## src/rtl/seg_pkg.sv

```systemverilog
// Shared definitions for the seven-segment scan controller.
// All segment patterns are active-low: a 0 bit lights the segment.
// Bit order is {a,b,c,d,e,f,g}, i.e. seg[6]=a ... seg[0]=g.
package seg_pkg;

  localparam logic [6:0] SEG_0     = 7'b0000001;
  localparam logic [6:0] SEG_1     = 7'b1001111;
  localparam logic [6:0] SEG_2     = 7'b0010010;
  localparam logic [6:0] SEG_3     = 7'b0000110;
  localparam logic [6:0] SEG_4     = 7'b1001100;
  localparam logic [6:0] SEG_5     = 7'b0100100;
  localparam logic [6:0] SEG_6     = 7'b0100000;
  localparam logic [6:0] SEG_7     = 7'b0001111;
  localparam logic [6:0] SEG_8     = 7'b0000000;
  localparam logic [6:0] SEG_9     = 7'b0000100;
  localparam logic [6:0] SEG_BLANK = 7'b1111111;

  // Phase within a digit slot: blanking gap first, then the lit digit.
  typedef enum logic {
    ST_BLANK = 1'b0,
    ST_SHOW  = 1'b1
  } scan_state_t;

endpackage

```

## src/rtl/seg_scan_ctrl_if.sv

```systemverilog
// Load port of the scan controller: a valid/ready handshake carrying one
// full set of BCD digits plus decimal-point requests.
//   load_valid  producer offers a new digit set
//   load_ready  consumer's pending buffer is empty
//   load_data   4 bits per digit, nibble i drives digit i
//   load_dp     one decimal-point request per digit, 1 = lit
interface seg_scan_ctrl_if #(
  parameter int DIGITS = 4
) ();

  logic                  load_valid;
  logic                  load_ready;
  logic [4*DIGITS-1:0]   load_data;
  logic [DIGITS-1:0]     load_dp;

  modport master (
    output load_valid,
    output load_data,
    output load_dp,
    input  load_ready
  );

  modport slave (
    input  load_valid,
    input  load_data,
    input  load_dp,
    output load_ready
  );

endinterface

```

## src/rtl/seg7_decode.sv

```systemverilog
// Combinational BCD to seven-segment decoder, active-low outputs.
//   i_val  4-bit digit value; 10..15 decode to all segments off
//   o_seg  {a,b,c,d,e,f,g}, 0 = segment lit
module seg7_decode
  import seg_pkg::*;
(
  input  logic [3:0] i_val,
  output logic [6:0] o_seg
);

  always_comb begin
    o_seg = SEG_BLANK;
    case (i_val)
      4'd0:    o_seg = SEG_0;
      4'd1:    o_seg = SEG_1;
      4'd2:    o_seg = SEG_2;
      4'd3:    o_seg = SEG_3;
      4'd4:    o_seg = SEG_4;
      4'd5:    o_seg = SEG_5;
      4'd6:    o_seg = SEG_6;
      4'd7:    o_seg = SEG_7;
      4'd8:    o_seg = SEG_8;
      4'd9:    o_seg = SEG_9;
      default: o_seg = SEG_BLANK;
    endcase
  end

endmodule

```

## src/rtl/seg_scan_ctrl.sv

```systemverilog
// Time-multiplexed scan controller for a common-anode seven-segment display.
// Each digit owns a slot of SLOT_CYC clocks: BLANK_CYC clocks with every
// anode off (anti-ghosting gap), then the digit is lit for the remainder.
// New digit sets arrive on a valid/ready port into a pending buffer and are
// copied to the active buffer only at the end of a full frame, so a frame
// never mixes old and new digits.
//   clk_50mhz   system clock
//   rst_n       asynchronous active-low reset
//   ld          load port (slave side)
//   seg         segments a..g, active-low
//   dp          decimal point, active-low
//   an          digit enables, active-low, at most one low
//   frame_tick  one-cycle pulse the cycle after a pending set is committed
module seg_scan_ctrl
  import seg_pkg::*;
#(
  parameter int CLK_HZ    = 50000000,
  parameter int SCAN_HZ   = 1000,
  parameter int DIGITS    = 4,
  parameter int BLANK_CYC = 500
) (
  input  logic              clk_50mhz,
  input  logic              rst_n,
  seg_scan_ctrl_if.slave    ld,
  output logic [6:0]        seg,
  output logic              dp,
  output logic [DIGITS-1:0] an,
  output logic              frame_tick
);

  localparam int SLOT_CYC = CLK_HZ / SCAN_HZ;
  localparam int CNT_W    = $clog2(SLOT_CYC);
  localparam int IDX_W    = (DIGITS > 1) ? $clog2(DIGITS) : 1;

  localparam logic [CNT_W-1:0] CNT_LAST   = CNT_W'(SLOT_CYC - 1);
  localparam logic [CNT_W-1:0] BLANK_LAST = CNT_W'(BLANK_CYC - 1);
  localparam logic [IDX_W-1:0] IDX_LAST   = IDX_W'(DIGITS - 1);

  scan_state_t           r_state;
  logic [CNT_W-1:0]      r_cnt;
  logic [IDX_W-1:0]      r_idx;
  logic [4*DIGITS-1:0]   r_active;
  logic [DIGITS-1:0]     r_active_dp;
  logic [4*DIGITS-1:0]   r_pend;
  logic [DIGITS-1:0]     r_pend_dp;
  logic                  r_pend_flag;
  logic                  r_ready;
  logic                  r_frame_tick;
  logic [6:0]            r_seg;
  logic                  r_dp;
  logic [DIGITS-1:0]     r_an;

  logic                  w_cnt_last;
  logic                  w_idx_last;
  logic [CNT_W-1:0]      w_cnt_nxt;
  logic [IDX_W-1:0]      w_idx_nxt;
  scan_state_t           w_state_nxt;
  logic                  w_show_nxt;
  logic                  w_commit;
  logic                  w_accept;
  logic [3:0]            w_nib;
  logic                  w_dp_sel;
  logic [DIGITS-1:0]     w_an;
  logic [6:0]            w_dec_seg;

  assign w_cnt_last = (r_cnt == CNT_LAST);
  assign w_idx_last = (r_idx == IDX_LAST);
  assign w_cnt_nxt  = w_cnt_last ? '0 : r_cnt + 1'b1;
  assign w_idx_nxt  = !w_cnt_last ? r_idx : (w_idx_last ? '0 : r_idx + 1'b1);

  // Commit only on the final SHOW cycle of the last digit. A load can be
  // accepted only while the flag is clear, so commit and accept are
  // mutually exclusive and a capture on this cycle waits a full frame.
  assign w_commit = (r_state == ST_SHOW) && w_cnt_last && w_idx_last && r_pend_flag;
  assign w_accept = ld.load_valid && r_ready;

  always_comb begin
    w_state_nxt = r_state;
    case (r_state)
      ST_BLANK: if (r_cnt == BLANK_LAST) w_state_nxt = ST_SHOW;
      ST_SHOW:  if (w_cnt_last)          w_state_nxt = ST_BLANK;
      default:                           w_state_nxt = ST_BLANK;
    endcase
  end

  assign w_show_nxt = (w_state_nxt == ST_SHOW);

  // Outputs are registered from next-cycle position so that seg/an/dp line
  // up with the counter; the mux selects the digit that will be shown.
  always_comb begin
    w_nib    = '0;
    w_dp_sel = 1'b0;
    w_an     = '1;
    for (int i = 0; i < DIGITS; i++) begin
      if (w_idx_nxt == IDX_W'(i)) begin
        w_nib    = r_active[4*i +: 4];
        w_dp_sel = r_active_dp[i];
        w_an[i]  = !w_show_nxt;
      end
    end
  end

  seg7_decode u_dec (
    .i_val (w_nib),
    .o_seg (w_dec_seg)
  );

  always_ff @(posedge clk_50mhz or negedge rst_n) begin
    if (!rst_n) begin
      r_state      <= ST_BLANK;
      r_cnt        <= '0;
      r_idx        <= '0;
      r_active     <= '0;
      r_active_dp  <= '0;
      r_pend       <= '0;
      r_pend_dp    <= '0;
      r_pend_flag  <= 1'b0;
      r_ready      <= 1'b1;
      r_frame_tick <= 1'b0;
      r_seg        <= SEG_BLANK;
      r_dp         <= 1'b1;
      r_an         <= '1;
    end else begin
      r_state      <= w_state_nxt;
      r_cnt        <= w_cnt_nxt;
      r_idx        <= w_idx_nxt;
      r_an         <= w_an;
      r_seg        <= w_show_nxt ? w_dec_seg : SEG_BLANK;
      r_dp         <= w_show_nxt ? ~w_dp_sel : 1'b1;
      r_frame_tick <= w_commit;
      if (w_commit) begin
        r_active    <= r_pend;
        r_active_dp <= r_pend_dp;
        r_pend_flag <= 1'b0;
        r_ready     <= 1'b1;
      end else if (w_accept) begin
        r_pend      <= ld.load_data;
        r_pend_dp   <= ld.load_dp;
        r_pend_flag <= 1'b1;
        r_ready     <= 1'b0;
      end
    end
  end

  assign seg           = r_seg;
  assign dp            = r_dp;
  assign an            = r_an;
  assign frame_tick    = r_frame_tick;
  assign ld.load_ready = r_ready;

endmodule
```

## src/flat_wrapper.sv

```systemverilog
// flat-port wrapper written by rule: the top's interface ports become plain ports
module seg_scan_ctrl_flat import seg_pkg::*;
#(
  parameter int CLK_HZ    = 50000000,
  parameter int SCAN_HZ   = 1000,
  parameter int DIGITS    = 4,
  parameter int BLANK_CYC = 500
)
  (clk_50mhz, rst_n, seg, dp, an, frame_tick, ld_load_valid, ld_load_data, ld_load_dp, ld_load_ready);
  seg_scan_ctrl_if #(.DIGITS(DIGITS)) ld_i ();
  input  logic clk_50mhz;
  input  logic rst_n;
  output logic [6:0] seg;
  output logic dp;
  output logic [DIGITS-1:0] an;
  output logic frame_tick;
  input wire logic [$bits(ld_i.load_valid)-1:0] ld_load_valid;
  input wire logic [$bits(ld_i.load_data)-1:0] ld_load_data;
  input wire logic [$bits(ld_i.load_dp)-1:0] ld_load_dp;
  output wire logic [$bits(ld_i.load_ready)-1:0] ld_load_ready;
  assign ld_i.load_valid = ld_load_valid;
  assign ld_i.load_data = ld_load_data;
  assign ld_i.load_dp = ld_load_dp;
  assign ld_load_ready = ld_i.load_ready;
  seg_scan_ctrl #(.CLK_HZ(CLK_HZ), .SCAN_HZ(SCAN_HZ), .DIGITS(DIGITS), .BLANK_CYC(BLANK_CYC)) u_core (.clk_50mhz(clk_50mhz), .rst_n(rst_n), .ld(ld_i), .seg(seg), .dp(dp), .an(an), .frame_tick(frame_tick));
endmodule
```

## config.mk

```make
export PLATFORM = sky130hd
export DESIGN_NAME = seg_scan_ctrl_flat
export DESIGN_NICKNAME = d
export VERILOG_FILES = /design/src/rtl/seg_pkg.sv /design/src/rtl/seg_scan_ctrl_if.sv /design/src/rtl/seg7_decode.sv /design/src/rtl/seg_scan_ctrl.sv /design/src/flat_wrapper.sv
export SDC_FILE = /design/constraint.sdc
export NUM_CORES = 1
export LEC_CHECK = 0
export ABC_AREA = 0
export CORE_UTILIZATION = 35
export CTS_CLUSTER_DIAMETER = 50
export DETAILED_ROUTE_END_ITERATION = 12
export GPL_ROUTABILITY_DRIVEN = 0
export HOLD_SLACK_MARGIN = 0.08
export PLACE_DENSITY = 0.59
export SYNTH_ARGS = -nofsm -noshare
export SYNTH_HDL_FRONTEND = slang
export SYNTH_SLANG_ARGS = --single-unit
```

## constraint.sdc

```tcl
create_clock -name clk_50mhz -period 9.7 [get_ports clk_50mhz]
set_input_delay 1.455 -clock clk_50mhz [delete_from_list [all_inputs] [get_ports clk_50mhz]]
set_output_delay 1.455 -clock clk_50mhz [all_outputs]
set_load 0.02 [all_outputs]
```

Yosys cells after proc, flatten, opt, wreduce, memory -nomap -nowiden
Memories as Yosys holds them, arrays and structs flattened.
Index checks and enable logic that the tools add are counted.
{ "word_totals": {"mem_bits_ro": 112, "in_bits": 23, "wordCells": 57, "n_memories": 1, "output_inout_bits": 14, "reg_bits": 74} }
{ "memory_table": {"columns": ["name", "words", "word_bits", "read_ports", "rd_clocked_by_memory_dff", "write_ports", "line_no", "source"], "rows": [
  ["(no name shown)", 16, 7, 1, 0, 0, "seg7_decode.sv:13", "case (i_val)"]
]} }
{ "op_classes": {"bitwise_logic": 3, "addsub": 2, "muxes": 24, "eq_ne": 6, "reduce_logical": 8} }
{ "op_table": {"columns": ["operator", "n"], "rows": [
  ["$add 16x1->16 const B", 1],
  ["$eq 16x16->1 const B", 1],
  ["$eq 16x9->1 const B", 1],
  ["$mux 16", 1],
  ["$mux 4", 4],
  ["$mux 1", 15],
  ["$mux 7", 1],
  ["$eq 2x2->1 const B", 3],
  ["$logic_and 1x1->1", 4],
  ["$mux 2", 2],
  ["$not 1->1", 3],
  ["$add 2x1->2 const B", 1],
  ["$eq 2x1->1 const B", 1],
  ["$logic_not 2->1", 1],
  ["$pmux 1 s2", 1],
  ["$reduce_and 2->1", 1],
  ["$reduce_bool 2->1", 1],
  ["$logic_not 1->1", 1]
]} }

Logic depth before layout (Yosys ltp)
Gate-level depths: netlist of run 1.
{ "logic_depth": {"ltp_word": 10, "mapped_depth": 13} }

Cells and area by module
A second synthesis of run 1 with hierarchy kept.
{ "hier_totals": {"cells_unflattened": 258, "area_unflattened_um2": 3415.8} }
{ "by_module_without_submodules": {"columns": ["mod", "instances", "cells_per_inst", "area_each_um2"], "rows": [
  ["seg_scan_ctrl", 1, 225, 3205.6],
  ["seg7_decode", 1, 33, 210.2]
]} }

Worst setup path after synthesis of run 1
No wires, ideal clock.
{ "synth_path": {"path_kind": "register -> register", "from": "reg u_core.r_cnt[11]", "to": "reg u_core.r_seg[2] (netlist: u_core.seg[2])", "t_arrival_ps": 2994, "setup_slack_ps": 6630, "period_less_slack_ps": 3070, "path_stages_with_launch": 11, "setup_ps": 76, "path_cell_list": "dfrtp_1 or4_1 buf_2 or4_1 buf_2 o21a_1 buf_6 mux4_2 ha_1 or2b_1 a31oi_2"} }
{ "synth_via": {"elab_chain_len": 9, "word_cells_on_any_way": 16, "classes_between": "5 x eq/ne; 9 x mux; 1 x reduce/logical; 1 x memory"} }
{ "synth_rtl": {"columns": ["element", "line_no", "source"], "rows": [
  ["start: declaration", "seg_scan_ctrl.sv:40", "logic [CNT_W-1:0] r_cnt;"],
  ["start signal: assignment", "seg_scan_ctrl.sv:125", "r_cnt <= w_cnt_nxt;"],
  ["$eq 16x16->1", "seg_scan_ctrl.sv:66", "assign w_cnt_last = (r_cnt == CNT_LAST);"],
  ["$mux 2", "seg_scan_ctrl.sv:69", "assign w_idx_nxt = !w_cnt_last ? r_idx : (w_idx_last ? '0 : r_idx + 1'b1);"],
  ["$logic_not 2->1", "seg_scan_ctrl.sv:95", "if (w_idx_nxt == IDX_W'(i)) begin"],
  ["$mux 4 (4 in series)", "seg_scan_ctrl.sv:95", null],
  ["$mem_v2 16x7", null, null],
  ["$mux 7 *", "seg_scan_ctrl.sv:128", "r_seg <= w_show_nxt ? w_dec_seg : SEG_BLANK;"],
  ["end signal: assignment", "seg_scan_ctrl.sv:128", null],
  ["end: declaration", "seg_scan_ctrl.sv:49", "logic [6:0] r_seg;"]
]} }
Mark *: on every way between the ends. The rest lies on a longest branch, timed or not.
A chain may end at the register's enable or synchronous reset.

Final worst setup path of run 1
{ "layout_path": {"from": "reg u_core.r_cnt[11]", "to": "reg u_core.r_seg[5] (netlist: u_core.seg[5])"} }
Same word-level chain as after synthesis.

==> flow_metrics.tcl, run 1 <==
set metrics [dict create \
    cp_data_required_time_ns 9.96 \
    holdPathStages 1 \
    htreeDepth 3 \
    r2r_start "u_core.r_cnt[11]" \
    grt_pass1_vias 2027 \
    synth_top_cell_by_area "dfrtp_1" \
    port_buffers 36 \
    ant_nets 0 \
    die_x_um 98.8 \
    drive_gt1_share_pct 28.1 \
    cts_buffer_depth 2 \
    wl_um 5590 \
    rr_endpoint "u_core.seg[5]" \
    worstSkewPairLatency_ns 0.35 \
    yosys_warnings 0 \
    boundaryPins 37 \
    place_inst 391 \
    worstSetupEndpointType "flip-flop" \
    met1_length_um 2790 \
    cp_max_fo 10 \
    combPwrFrac_pct 4.0 \
    cts.sinks 74 \
    dr.pass1.iters 3 \
    ys_seq_area_share_pct 56.9 \
    hold-path-endpoint "u_core.r_cnt[0]" \
    clkTransAtPathRegs_ns 0.08 \
    ff2ff_setup_slack_ns 6.35 \
    slew_viol_final 0 \
    setup-tns-final_ns 0 \
    min_from "u_core.r_cnt[0]" \
    reg2reg_depth 8 \
    syn_nets 284 \
    grt_pass1_wl_um 10000 \
    syn-cell-area_um2 3280 \
    syn_to_final_growth_pct 20.4 \
    die_area_um2 9760 \
    antenna_found_initial 0 \
    stdcell_count 407 \
    p_per_area_nw_per_um2 151 \
    cp-start-kind "flip-flop" \
    hold_ws_ns 0.496 \
    post_cts_buffers 0 \
    start_util_pct 36.9 \
    p_switching_uw 139 \
    antenna_cells 0 \
    period_share_pct 34.6 \
    clkPwrFrac_pct 41.7 \
    p_leak_uw 0.00175 \
    synth_top_cells_by_area "dfrtp_1 (47%), mux2_2 (14%), dfstp_2 (10%)" \
    relSlewSlack_pct 28.8 \
    yosysUniqueCellTypes 44 \
    numCtsBuffers 9 \
    track_usage_pct 13.2 \
    syn_area_per_cell_um2 13.0 \
    rsz0062_at_grt "no" \
    synth_commonest_cells "dfrtp_1 (61), mux2_2 (41), nand2_1 (16), nor2_1 (16), dfstp_2 (13)" \
    grt_remaining_overflow 0 \
    route.met2.wl_um 2500 \
    worst_slew_pin_slew_ns 1.07 \
    synth-edff-count 0 \
    p_int_uw 457 \
    worstHoldPathType "reg2reg" \
    dp_hpwl_um 3900 \
    status "finished, final reports clean" \
    root_buffer "clkbuf_8" \
    path_class "reg2reg" \
    hold_viol 0 \
    num_vias 2002 \
    p_sw_share_pct 23.3 \
    cts.repair.resized 0 \
    synth_top_area_share_pct 46.5 \
    synthFlopType "dfrtp_1" \
    final_nets 325 \
    peakVddDrop_mv 0.0906 \
    cts_tree "built" \
    synth-seq-cells 74 \
    hold_buffers 0 \
    async_flop_share_pct 100 \
    grt_start_max_net_pins 75 \
    yosysMostFrequentCell "dfrtp_1" \
    cap_violations 0 \
    viasPerCell 4.92 \
    drcViolationCount 0 \
    wl_met3_um 204 \
    highest_layer "met4" \
    max_freq_ghz 0.298 \
    skew_ns 0.00794 \
    rows 34 \
    syn_inst 253 \
    arrival_ns 3.61 \
    min_period_ns 3.35 \
    core_um2 8890 \
    die_h_um 98.8 \
    pwr-share-seq_pct 54.3 \
    setup_viol_count_final 0 \
    wire_per_inst_um 13.7 \
    drt_iter0_drc 93 \
]
power groups by stage:
| stage | Combinational (µW) | Clock [µW] | Sequential [µW] |
|---|---|---|---|
| 2_1_floorplan | 8.70 | 0 | 327 |
| 3_3_place_gp | 24.1 | 0 | 330 |
| 3_5_place_dp | 24.5 | 0 | 330 |
| 4_1_cts | 24.6 | 256 | 324 |
| 5_1_grt | 26.6 | 272 | 326 |
| 6_report | 23.6 | 249 | 324 |
flip-flops by register name, indices dropped and copies added, names as in the netlist, 2 cells and up:
name and cells:
u_core.an 4, u_core.r_active 16, u_core.r_active_dp 4, u_core.r_cnt 16, u_core.r_idx 2, u_core.r_pend 16, u_core.r_pend_dp 4, u_core.seg 7
per-stage QoR:
step	setup WS, ns	cell area, µm²	util, %	power [µW]
3_5_place_dp	6.33	3740	42.0	355
2_1_floorplan	6.63	3280	-	336
5_1_grt	6.07	3950	44.4	624
3_3_place_gp	6.38	3740	42.0	354
6_report	6.35	3950	44.4	596
4_1_cts	6.32	3950	44.4	604
area by class of cell:
cell class / count / area [µm²]
Fill cell: 829 / 4940
Sequential cell: 74 / 1870
Multi-Input combinational cell: 162 / 1330
Timing Repair Buffer: 39 / 378
Tap cell: 108 / 135
Clock buffer: 9 / 124
Clock inverter: 7 / 87.6
Inverter: 8 / 30.0
how the worst max path moves through the flow:
stage                           startpoint             to  depth (start not counted)
after global placement    u_core.r_cnt[11]  u_core.seg[5]                          8
after global routing      u_core.r_cnt[11]  u_core.seg[2]                          9
after floorplan           u_core.r_cnt[11]  u_core.seg[2]                         10
after detailed placement  u_core.r_cnt[11]  u_core.seg[5]                          8
after CTS                 u_core.r_cnt[11]  u_core.seg[5]                          8
final                     u_core.r_cnt[11]  u_core.seg[5]                          8
per-layer routing:
layer	vias up	global-route usage, %
met5	-	0
met4	0	5.86
met3	8	3.40
met2	36	19.9
met1	972	17.9
li1	986	-
cell usage in the layout (no fill, tap or decap), drive strengths merged, types with 4 or more instances in the layout:
| cell | instances |
|---|---|
| inv | 10 |
| buf | 4 |
| and2 | 4 |
| nor4 | 4 |
| clkbuf | 9 |
| clkinv | 4 |
| nand3 | 9 |
| nor2 | 16 |
| xnor2 | 6 |
| ha | 8 |
| and3 | 5 |
| dfrtp | 61 |
| a21oi | 7 |
| nand2 | 16 |
| xor2 | 7 |
| mux2 | 41 |
| dfstp | 13 |
| clkdlybuf4s50 | 35 |
cells by family (layout without fill, tap and decap cells):
kind of cell / after synthesis / in the layout / synth area share, %
flip-flops: 74 / 74 / 56.9
AND/OR/NAND/NOR: 69 / 69 / 11.2
multiplexers: 47 / 47 / 17.2
AO/OA/AOI/OAI: 25 / 25 / 5.45
buffers and inverters: 17 / 63 / 2.71
XOR/XNOR: 13 / 13 / 3.47
adder cells (fa/ha/maj): 8 / 8 / 3.05
worst max-delay path: stages, from the launching register on:
cell and delay (ns):
dfrtp_1 0.43, or4_1 0.65, or4_1 0.56, o21a_1 0.38, mux4_2 0.60, ha_1 0.33, inv_1 0.06, a21boi_0 0.06
o21ai_0 0.19
Note: power is estimated with default switching activity, not from simulation.
==> inputs of run 2 (changes only) <==
==> constraint.sdc (replaced) <==
create_clock -name clk_50mhz -period 3.3 [get_ports clk_50mhz]
set_input_delay 0.495 -clock clk_50mhz [delete_from_list [all_inputs] [get_ports clk_50mhz]]
set_output_delay 0.495 -clock clk_50mhz [all_outputs]
set_load 0.02 [all_outputs]
==> run 2 against run 1 <==
  * Hold slack got worse by 0.15 ns
  * Via count increased by 2.0%
  * Combinational power increased to 3.0 times the previous value
  * Sequential power rose to 2.9 times the previous value
  * Utilization increased by 0.45 points
  * Final area rose by 1.0%
  * Die area did not move
  * Power grew to 2.9 times the previous value
  * Global-route usage grew 0.20 points
  * Final cell count grew 1.2%
  * Critical path type unchanged
  * Critical endpoint unchanged
==> flow_metrics.tcl, run 2 (synthesized netlist as in run 1, its figures left out) <==
set metrics [dict create \
    cp_top_family "simple AND/OR/NAND/NOR gates" \
    viasPerCell 4.96 \
    cp_num_buf_inv 2 \
    status "finished, final reports clean" \
    dr.pass1.iters 4 \
    clkTransAtPathRegs_ns 0.08 \
    arrival_ns 3.33 \
    min_period_ns 3.05 \
    num_vias 2043 \
    final_common_cell "dfrtp_1" \
    core_um2 8890 \
    die_h_um 98.8 \
    max_freq_ghz 0.328 \
    drcViolationCount 0 \
    syn_to_final_growth_pct 21.6 \
    ant_nets 0 \
    grt_start_max_net_pins 75 \
    cts.sinks 74 \
    hold_viol 0 \
    cts_tree "built" \
    antenna_found_initial 0 \
    final_cell_mix "dfrtp_1 (60), mux2_2 (41), clkdlybuf4s50_1 (35), nand2_1 (16), nor2_1 (15)" \
    cp_data_required_time_ns 3.58 \
    reg_top3 "u_core.r_active (16), u_core.r_cnt (16), u_core.r_pend (16)" \
    dp_hpwl_um 4040 \
    setup_viol_count_final 0 \
    period_share_pct 92.5 \
    p_leak_uw 0.00176 \
    cp_slowest_stage_delay_ns 0.60 \
    rows 34 \
    place_inst 396 \
    start_util_pct 36.9 \
    relSlewSlack_pct 39.9 \
    r2r_start "u_core.r_cnt[11]" \
    place_area_um2 3770 \
    worst_slew_pin_slew_ns 0.901 \
    worstSkewPairLatency_ns 0.35 \
    cp-start-kind "flip-flop" \
    hold_buffers 0 \
    boundaryPins 37 \
    htreeDepth 3 \
    path_class "reg2reg" \
    cts_buffer_depth 2 \
    wire_per_inst_um 14.2 \
    rsz0062_at_grt "no" \
    wl_um 5860 \
    track_usage_pct 13.4 \
    numCtsBuffers 9 \
    grt_remaining_overflow 0 \
    power_uw 1730 \
    worstHoldPathType "in2async" \
    worstSetupEndpointType "flip-flop" \
    setup-tns-final_ns 0 \
    port_buffers 36 \
    antenna_cells 0 \
    final_cell_area_um2 3990 \
    drive_gt1_share_pct 30.6 \
    die_area_um2 9760 \
    root_buffer "clkbuf_8" \
    cap_violations 0 \
    skew_ns 0.0128 \
    final_nets 330 \
    path_cells "or4_4, or4_4, and2_2, inv_1, mux2i_1, nand2_1, nand2_1, ha_1, inv_1, a21boi_0, o21ai_0" \
    die_x_um 98.8 \
    peakVddDrop_mv 0.249 \
    drt_iter0_drc 54 \
    grt_pass1_wl_um 9990 \
    crit_start "u_core.r_cnt[11]" \
    grt_pass1_vias 2007 \
    stdcell_count 412 \
    slew_viol_final 0 \
    cp_max_fo 7 \
    slowest_stage "or4_4" \
    p_per_area_nw_per_um2 433 \
]
==> run 2: cell types whose count changed in the layout (fill, tap and decap cells not counted), moves of 2 or more <==
cell	previous run	this run
buf_4	3	8
clkinv_4	4	1
clkinvlp_4	0	2
inv_6	0	2
inv_8	2	0
==> run 2: path summary, 6_finish.rpt <==
check                                            to  slack [ns]  cells after the start
worst max-delay path                  u_core.seg[5]        0.25                     11
worst min-delay path            u_core.r_pend_dp[3]        0.34                      2
worst max register to register        u_core.seg[5]        0.25                     11
worst min register to register      u_core.r_cnt[0]        0.48                      1
max in group asynchronous          u_core.r_cnt[11]        2.31                      2
min in group clk_50mhz              u_core.r_cnt[0]        0.48                      1
==> run 2: cell type report <==
class                           instances  area (µm²)
Clock inverter                          7        76.3
Tap cell                              108         135
Sequential cell                        74        1870
Fill cell                             813        4900
Clock buffer                            9         124
Timing Repair Buffer                   44         415
Inverter                                8        30.0
Multi-Input combinational cell        162        1340
==> run 2: where the power goes <==
group	internal, µW	leakage, µW	switching, µW
registers	936	0.000938	15.5
clock network	354	0.0000962	353
logic	43.4	0.000727	26.6
total	1330	0.00176	395
==> run 2: stage by stage <==
step / hold WS [ns] / worst slack, ns / utilization, %
2_1_floorplan: 0.199 / 0.230 / -
3_3_place_gp: 0.473 / 0.223 / 42.5
3_5_place_dp: 0.478 / 0.135 / 42.5
4_1_cts: 0.392 / 0.119 / 44.7
5_1_grt: 0.427 / 0.0160 / 44.9
6_report: 0.345 / 0.248 / 44.9
==> run 2: layer usage <==
layer,share of wire [%],routed length [µm],vias to the layer above,GRT usage [%]
li1,-,-,991,-
met1,51,2980,996,18.8
met2,43,2520,48,18.9
met3,4.2,247,8,4.82
met4,1.9,111,0,5.17
met5,0,0,-,0
==> run 2: what timing repair did <==
action                     CTS  global route
resized for setup            0             4
setup buffers                0             0
setup endpoints to repair    0             7
==> run 2: worst reg2reg max path, delay by kind of cell, from the launching register on <==
| kind | cells | cell delay [ns] |
|---|---|---|
| DFF | 1 | 0.44 |
| and+or+nand+nor | 5 | 1.62 |
| buffers and inverters | 2 | 0.19 |
| muxes | 1 | 0.25 |
| adders and majority gates | 1 | 0.27 |
| AOI/OAI and AO/OA | 2 | 0.23 |
==> inputs of run 3 (changes only) <==
--- a/config.mk
+++ b/config.mk
@@ -10,7 +10,7 @@
 export CTS_CLUSTER_DIAMETER = 50
 export DETAILED_ROUTE_END_ITERATION = 12
 export GPL_ROUTABILITY_DRIVEN = 0
-export HOLD_SLACK_MARGIN = 0.08
+export HOLD_SLACK_MARGIN = 0.12
 export PLACE_DENSITY = 0.59
 export SYNTH_ARGS = -nofsm -noshare
 export SYNTH_HDL_FRONTEND = slang
==> results of run 3 <==
Final layout, timing and power as in run 2 (identical DEF).
